**src/rtl/hbmc_wdata_sequencer.sv**
```systemverilog
// HyperBus write-data sequencer: drains the FWFT data FIFO into the DDR output stage
// one registered word per clock, padding with fully masked words if the FIFO runs dry.
module hbmc_wdata_sequencer #(
    parameter int unsigned CNT_WIDTH = 16
) (
    input  logic                 clk,
    input  logic                 rst,

    input  logic                 cmd_valid,
    output logic                 cmd_ready,
    input  logic [CNT_WIDTH-1:0] cmd_word_count,

    input  logic [15:0]          fifo_rd_dout,
    input  logic [1:0]           fifo_rd_strb,
    input  logic                 fifo_rd_empty,
    output logic                 fifo_rd_ena,

    output logic [15:0]          dq_data,
    output logic [1:0]           rwds_mask,
    output logic                 dq_valid,
    output logic                 dq_last,
    output logic                 done,

    output logic                 underrun,
    input  logic                 underrun_clr
);

    typedef enum logic [1:0] {
        StIdle,
        StPrime,
        StStream,
        StDone
    } state_e;

    localparam logic [CNT_WIDTH-1:0] RemOne = CNT_WIDTH'(1);

    state_e               state;
    logic [CNT_WIDTH-1:0] rem;
    logic                 rem_is_one;
    logic                 draining;

    assign rem_is_one = (rem == RemOne);
    assign draining   = (state == StPrime) || (state == StStream);

    // Reset gates the handshakes combinationally so nothing is popped or accepted during rst.
    assign cmd_ready   = ~rst & (state == StIdle);
    assign fifo_rd_ena = ~rst & draining & ~fifo_rd_empty;
    assign done        = (state == StDone);

    always_ff @(posedge clk) begin
        if (rst) begin
            state     <= StIdle;
            rem       <= '0;
            dq_data   <= 16'h0000;
            rwds_mask <= 2'b11;
            dq_valid  <= 1'b0;
            dq_last   <= 1'b0;
            underrun  <= 1'b0;
        end else begin
            dq_valid  <= 1'b0;
            dq_last   <= 1'b0;
            rwds_mask <= 2'b11;
            // Clear first so a same-cycle underrun event below takes priority.
            if (underrun_clr) begin
                underrun <= 1'b0;
            end

            unique case (state)
                StIdle: begin
                    if (cmd_valid) begin
                        rem   <= cmd_word_count;
                        state <= (cmd_word_count == '0) ? StDone : StPrime;
                    end
                end
                StPrime: begin
                    if (!fifo_rd_empty) begin
                        dq_data   <= fifo_rd_dout;
                        rwds_mask <= ~fifo_rd_strb;
                        dq_valid  <= 1'b1;
                        dq_last   <= rem_is_one;
                        rem       <= rem - RemOne;
                        state     <= rem_is_one ? StDone : StStream;
                    end
                end
                StStream: begin
                    // Burst cadence is fixed: a beat goes out every cycle, real or padded.
                    dq_valid <= 1'b1;
                    dq_last  <= rem_is_one;
                    rem      <= rem - RemOne;
                    if (!fifo_rd_empty) begin
                        dq_data   <= fifo_rd_dout;
                        rwds_mask <= ~fifo_rd_strb;
                    end else begin
                        underrun <= 1'b1;
                    end
                    if (rem_is_one) begin
                        state <= StDone;
                    end
                end
                StDone: begin
                    state <= StIdle;
                end
                default: begin
                    state <= StIdle;
                end
            endcase
        end
    end

endmodule
```
**config.mk**
```make
export PLATFORM = sky130hd
export DESIGN_NAME = hbmc_wdata_sequencer
export DESIGN_NICKNAME = d
export VERILOG_FILES = /design/src/rtl/hbmc_wdata_sequencer.sv
export SDC_FILE = /design/constraint.sdc
export NUM_CORES = 1
export LEC_CHECK = 0
export ABC_AREA = 1
export BUFFER_PORTS_ARGS = -buffer_cell sky130_fd_sc_hd__buf_2
export CORE_AREA = 2 2 67 69
export DETAILED_ROUTE_END_ITERATION = 7
export DIE_AREA = 0 0 69 71
export PLACE_DENSITY = 0.85
export SYNTH_ARGS = -nofsm -noshare
export SYNTH_HDL_FRONTEND = slang
export SYNTH_SLANG_ARGS = --single-unit
```
**constraint.sdc**
```tcl
create_clock -name clk -period 4.92 [get_ports clk]
set_input_delay 1.23 -clock clk [delete_from_list [all_inputs] [get_ports clk]]
set_output_delay 1.23 -clock clk [all_outputs]
set_load 0.005 [all_outputs]
```
After elaboration in Yosys (flattened, before gate mapping) --
Cells that the tools add are included.
Storage, ports and cells: register bits 39, bits in latches 0, memory bits (writable) 0, bits in read-only memories 0, bits of input ports 39, memories kept 0
Cells by class: $add $sub $neg 1, multiply operators 0, divide/modulo/power cells 0, $lt $le $gt $ge 0, equal/unequal tests 7, shift operators 0, muxes and demuxes 16, bitwise gates (word level) 7, reduce and logical (&&, ||, !) cells 9
Operator list (count):
- $pmux 16 s3 | 1
- $mux 16 | 2
- $eq 16x1->1 const B | 1
- $logic_not 16->1 | 1
- $sub 16x1->16 const B | 1
- $mux 2 | 4
- $pmux 2 s4 | 1
- $mux 1 | 6
- $ne 2x2->1 const B | 3
- $reduce_and 3->1 | 2
- $eq 2x2->1 const B | 2
- $pmux 1 s2 | 2
- $and 1x1->1 | 3
- $not 1->1 | 3
- $reduce_bool 3->1 | 1
- $reduce_or 3->1 | 1
- $eq 2x1->1 const B | 1
- $logic_not 2->1 | 1
- $not 2->2 | 1
- $reduce_and 2->1 | 1
- $reduce_or 2->1 | 1
- $logic_or 1x1->1 | 1

Depth between registers and ports, before layout --
depth after elaboration 4, depth in mapped cells 10

Worst setup path after synthesis --
No wires, ideal clock.
path kind input to output, from input fifo_rd_empty, to output fifo_rd_ena, arrival 1.594 ns, required time 3.690 ns, slack 2.096 ns, cell stages on the path 3, path buffers 0, cells stage by stage nor2_4 inv_2 nor2_2
On the way: cells in the longest elaborated chain, start to end 2
Ends and longest elaborated chain:
- start, declared | RTL line 15 | input logic fifo_rd_empty,
- $not 1->1 (no source line)
- $and 1x1->1 | RTL line 47 | assign fifo_rd_ena = ~rst & draining & ~fifo_rd_empty;
- end, declared | RTL line 16 | output logic fifo_rd_ena,
No other way between the ends.

Worst setup path after layout --
from register state[0], to output fifo_rd_ena
On the way: cells in the longest elaborated chain, start to end 4, elaborated cells on any way between the ends 5, classes of those cells eq/ne (2); bitwise (2); reduce/logical (1)
Ends and longest elaborated chain:
- start, declared | RTL line 37 | state_e state;
- start signal, assigned | RTL line 52 | state <= StIdle;
- start signal, assigned | RTL line 72 | state <= (cmd_word_count == '0) ? StDone : StPrime;
- start signal, assigned | RTL line 82 | state <= rem_is_one ? StDone : StStream;
- $eq 2x1->1 / $eq 2x2->1 (equally long branches) | RTL line 43 | assign draining = (state == StPrime) || (state == StStream);
- $logic_or 1x1->1 * | RTL line 43
- $and 1x1->1 * (2 in series) | RTL line 47
Every way passes the cells marked *; elsewhere a longest branch is shown, timed or not.

==> run metrics <==
worst slack at placement ~1.2 ns; switching power summed over all nets between 0.7 and 0.8 mW; drt initial violations roughly 140; top post-synthesis cells by area dfxtp_1 36%, nor2_1 14%, nand2_1 13%; effective utilization at floorplan between 50% and 60%; Synth top area share 36.5%; CP top delay family buffers and inverters; Final Routed Wirelength ~5300 µm; Req. time, crit path between 3 and 4 ns; Port Buf Inserts 62; share of the core filled with cells 60.0%; post-route fraction of the period consumed by the critical path about four fifths; Post-Layout Inst Area around 2500 µm²; number of unique standard cell types used by synthesis 28; Tightest Hold Check Type reg -> reg; reg2reg path depth 8; top cells by instance count after synthesis 78 x nor2_1, 76 x nand2_1, 39 x dfxtp_1, 29 x o21ai_0, 22 x inv_1; FF+latch area slightly below 800 µm²; worst clock skew on the final layout roughly 0.011 ns; setup repair after global routing missed its margin false; post-place instance area 2430 µm²; Clk network pwr share around an eighth; cell-internal power around 0.84 mW; crit path max fanout 23; root buffer selected by CTS clkbuf_8; Mean Syn Cell Area 6.59 µm²; register area share after synthesis a little over a third; CTS H-tree depth 2; gpl congestion about 0.9; Overall Global Routing Usage roughly 22%; first-pass GRT wire length between 8000 and 9000 µm; combinational power share 55.1%; final critical delay including setup and external delays between 4 and 5 ns; Slew Limit Headroom 52.8%; cell type with the highest occurrence count on the critical path inv_2; placeable core area ~4200 µm²; smallest hold slack 0.464 ns; fillers a little over 400; Die Span X ~70 µm; critical path arrival around 2.8 ns; critical path buffer and inverter count 4; number of vias per cell 5.11; post-layout total power around 1.6 mW; number of diodes added for antenna fixing 0; post-cts hold buffer count 0; TritonCTS clock tree done; maximum root-to-sink buffer count 2; num ports 63; library cell with the highest instance count after synthesis nor2_1; pins over their slew limit 0; sequential power share 31.6%; number of antenna violations at the first check in global routing 0; multi-input logic area between 1000 and 1500 µm²; minimum setup slack in the final design between 0.8 and 0.9 ns; number of nets with antenna violations after routing 0; Post-Synthesis Cell Area approximately 2100 µm²; summed negative setup slack over all endpoints 0 ns; clock input transition at the sequential cells of the worst setup and hold paths roughly 0.08 ns; Detailed Place HPWL approximately 3800 µm; type of the worst setup path reg -> out; PwrDens about 650 nW/µm²; critical path startpoint category flop; top cell type by total area after synthesis dfxtp_1; grt ovf 0; number of stages on the worst setup path 7; Peak Freq roughly 0.25 GHz; flop and latch count out of synthesis 39; row cnt 24; final number of hold-violating endpoints 0; switching share of power between 40% and 50%; number of CTS-inserted buffers 5; Post-Synthesis Cells roughly 330; type of destination of the critical path primary output; Cell Chain, Critical Path inv_1 -> ha_1 -> inv_2 -> nor2_4 -> inv_2 -> nor2_2 -> buf_2; DIE AREA about 4900 µm²; number of max-cap violations 0; vias after detailed routing ~2200; die outline height about 71 µm; clock insertion delay at the later pin of the skew report around 0.29 ns; via count of the first global-routing pass slightly above 2000; Max stage delay cell, worst path ha_1; Cells on Worst Hold Path 2; largest net degree at the start of global routing 24; number of placed cells counting well taps approximately 430; share of cells above drive strength 1 21.6%; warnings from Yosys 0; status finished clean; worst reg2reg setup slack about 2.2 ns; Setup violations, final 0; total setup buffers inserted after CTS 0; Nets 429; leakage power summed over all cells roughly 1.2 nW; IR Drop Worst-Case VDD between 0.3 and 0.4 mV; drc violations 0; count of cells resized by post-cts repair 0; detailed-route wire length per cell approximately 12 µm; non-filler cells in the finished layout 436; FFs w/ async S/R, synth 0%; slew at the pin closest to its max-slew limit just over 0.7 ns; number of search-and-repair iterations in the first detailed-routing pass 4; Syn Nets between 300 and 400; number of synthesized flops with an enable pin 0; Largest stage delay, worst path 0.76 ns; relative area change from synthesis to final layout 17.8%; main flop type after synthesis dfxtp_1; clock sink count 39
[cell usage in the layout (no fill, tap or decap), drive strengths merged]
master and count:
nand4 1, clkbuf 5, clkinvlp 2, nor2 83, nand3b 5, clkinv 1, o21ai 29, nand2 77
inv 26, nand3 17, a31oi 1, o211ai 3, a21oi 20, nor3 3, o22ai 1, ha 7
a211oi 2, dfxtp 39, buf 62
[power groups by stage]
stage	logic [mW]	clock network [mW]	registers [mW]
global route	1.03	0.230	0.531
global placement	0.852	0	0.514
detailed placement	0.878	0	0.517
finish	0.900	0.217	0.516
CTS	0.890	0.220	0.512
floorplan	0.710	0	0.502
[metal layers]
metal | wire length, µm | share of wire, % | up-vias | global-route usage [%]
li1 | - | - | 1151 | -
met1 | 2380 | 45 | 974 | 27.0
met2 | 2500 | 47 | 89 | 37.5
met3 | 341 | 6.4 | 13 | 3.99
met4 | 114 | 2.1 | 0 | 9.80
met5 | 0 | 0 | - | 0
[flip-flops by register name (all words and copies together) (netlist names)]
| register | count |
|---|---|
| dq_data | 16 |
| rem | 16 |
| rwds_mask | 2 |
| state | 2 |
| dq_last | 1 |
| dq_valid | 1 |
| underrun | 1 |
[worst register-to-register path, delay by kind of cell, from the launching register on]
kind,cells,cell delay [ns]
adder cells (fa/ha/maj),1,0.76
AND/OR/NAND/NOR,3,0.67
buffers and inverters,3,0.62
flip-flops,1,0.41
AO/OA/AOI/OAI,1,0.15
[area by class of cell]
cell class | count | share of cell area (%)
Inverter | 26 | 3.97
Timing Repair Buffer | 62 | 12.3
Clock inverter | 3 | 0.794
Tap cell | 52 | 2.58
Multi-Input combinational cell | 249 | 46.7
Clock buffer | 5 | 2.73
Sequential cell | 39 | 31.0
[logic make-up (layout without fill, tap and decap cells)]
logic type | count (synthesis) | after routing | share of synthesized area (%)
AO/OA/AOI/OAI | 56 | 56 | 14.2
adder cells (fa/ha/maj) | 7 | 7 | 4.09
buffers and inverters | 37 | 96 | 8.53
flip-flops | 39 | 39 | 36.5
AND/OR/NAND/NOR | 186 | 186 | 36.7
[final timing paths]
kind,start,endpoint
hold reg to reg,underrun,underrun
setup / recovery,state[0],fifo_rd_ena
setup reg to reg,state[0],dq_last
hold / removal,underrun,underrun
(Power assumes the default switching activity.)
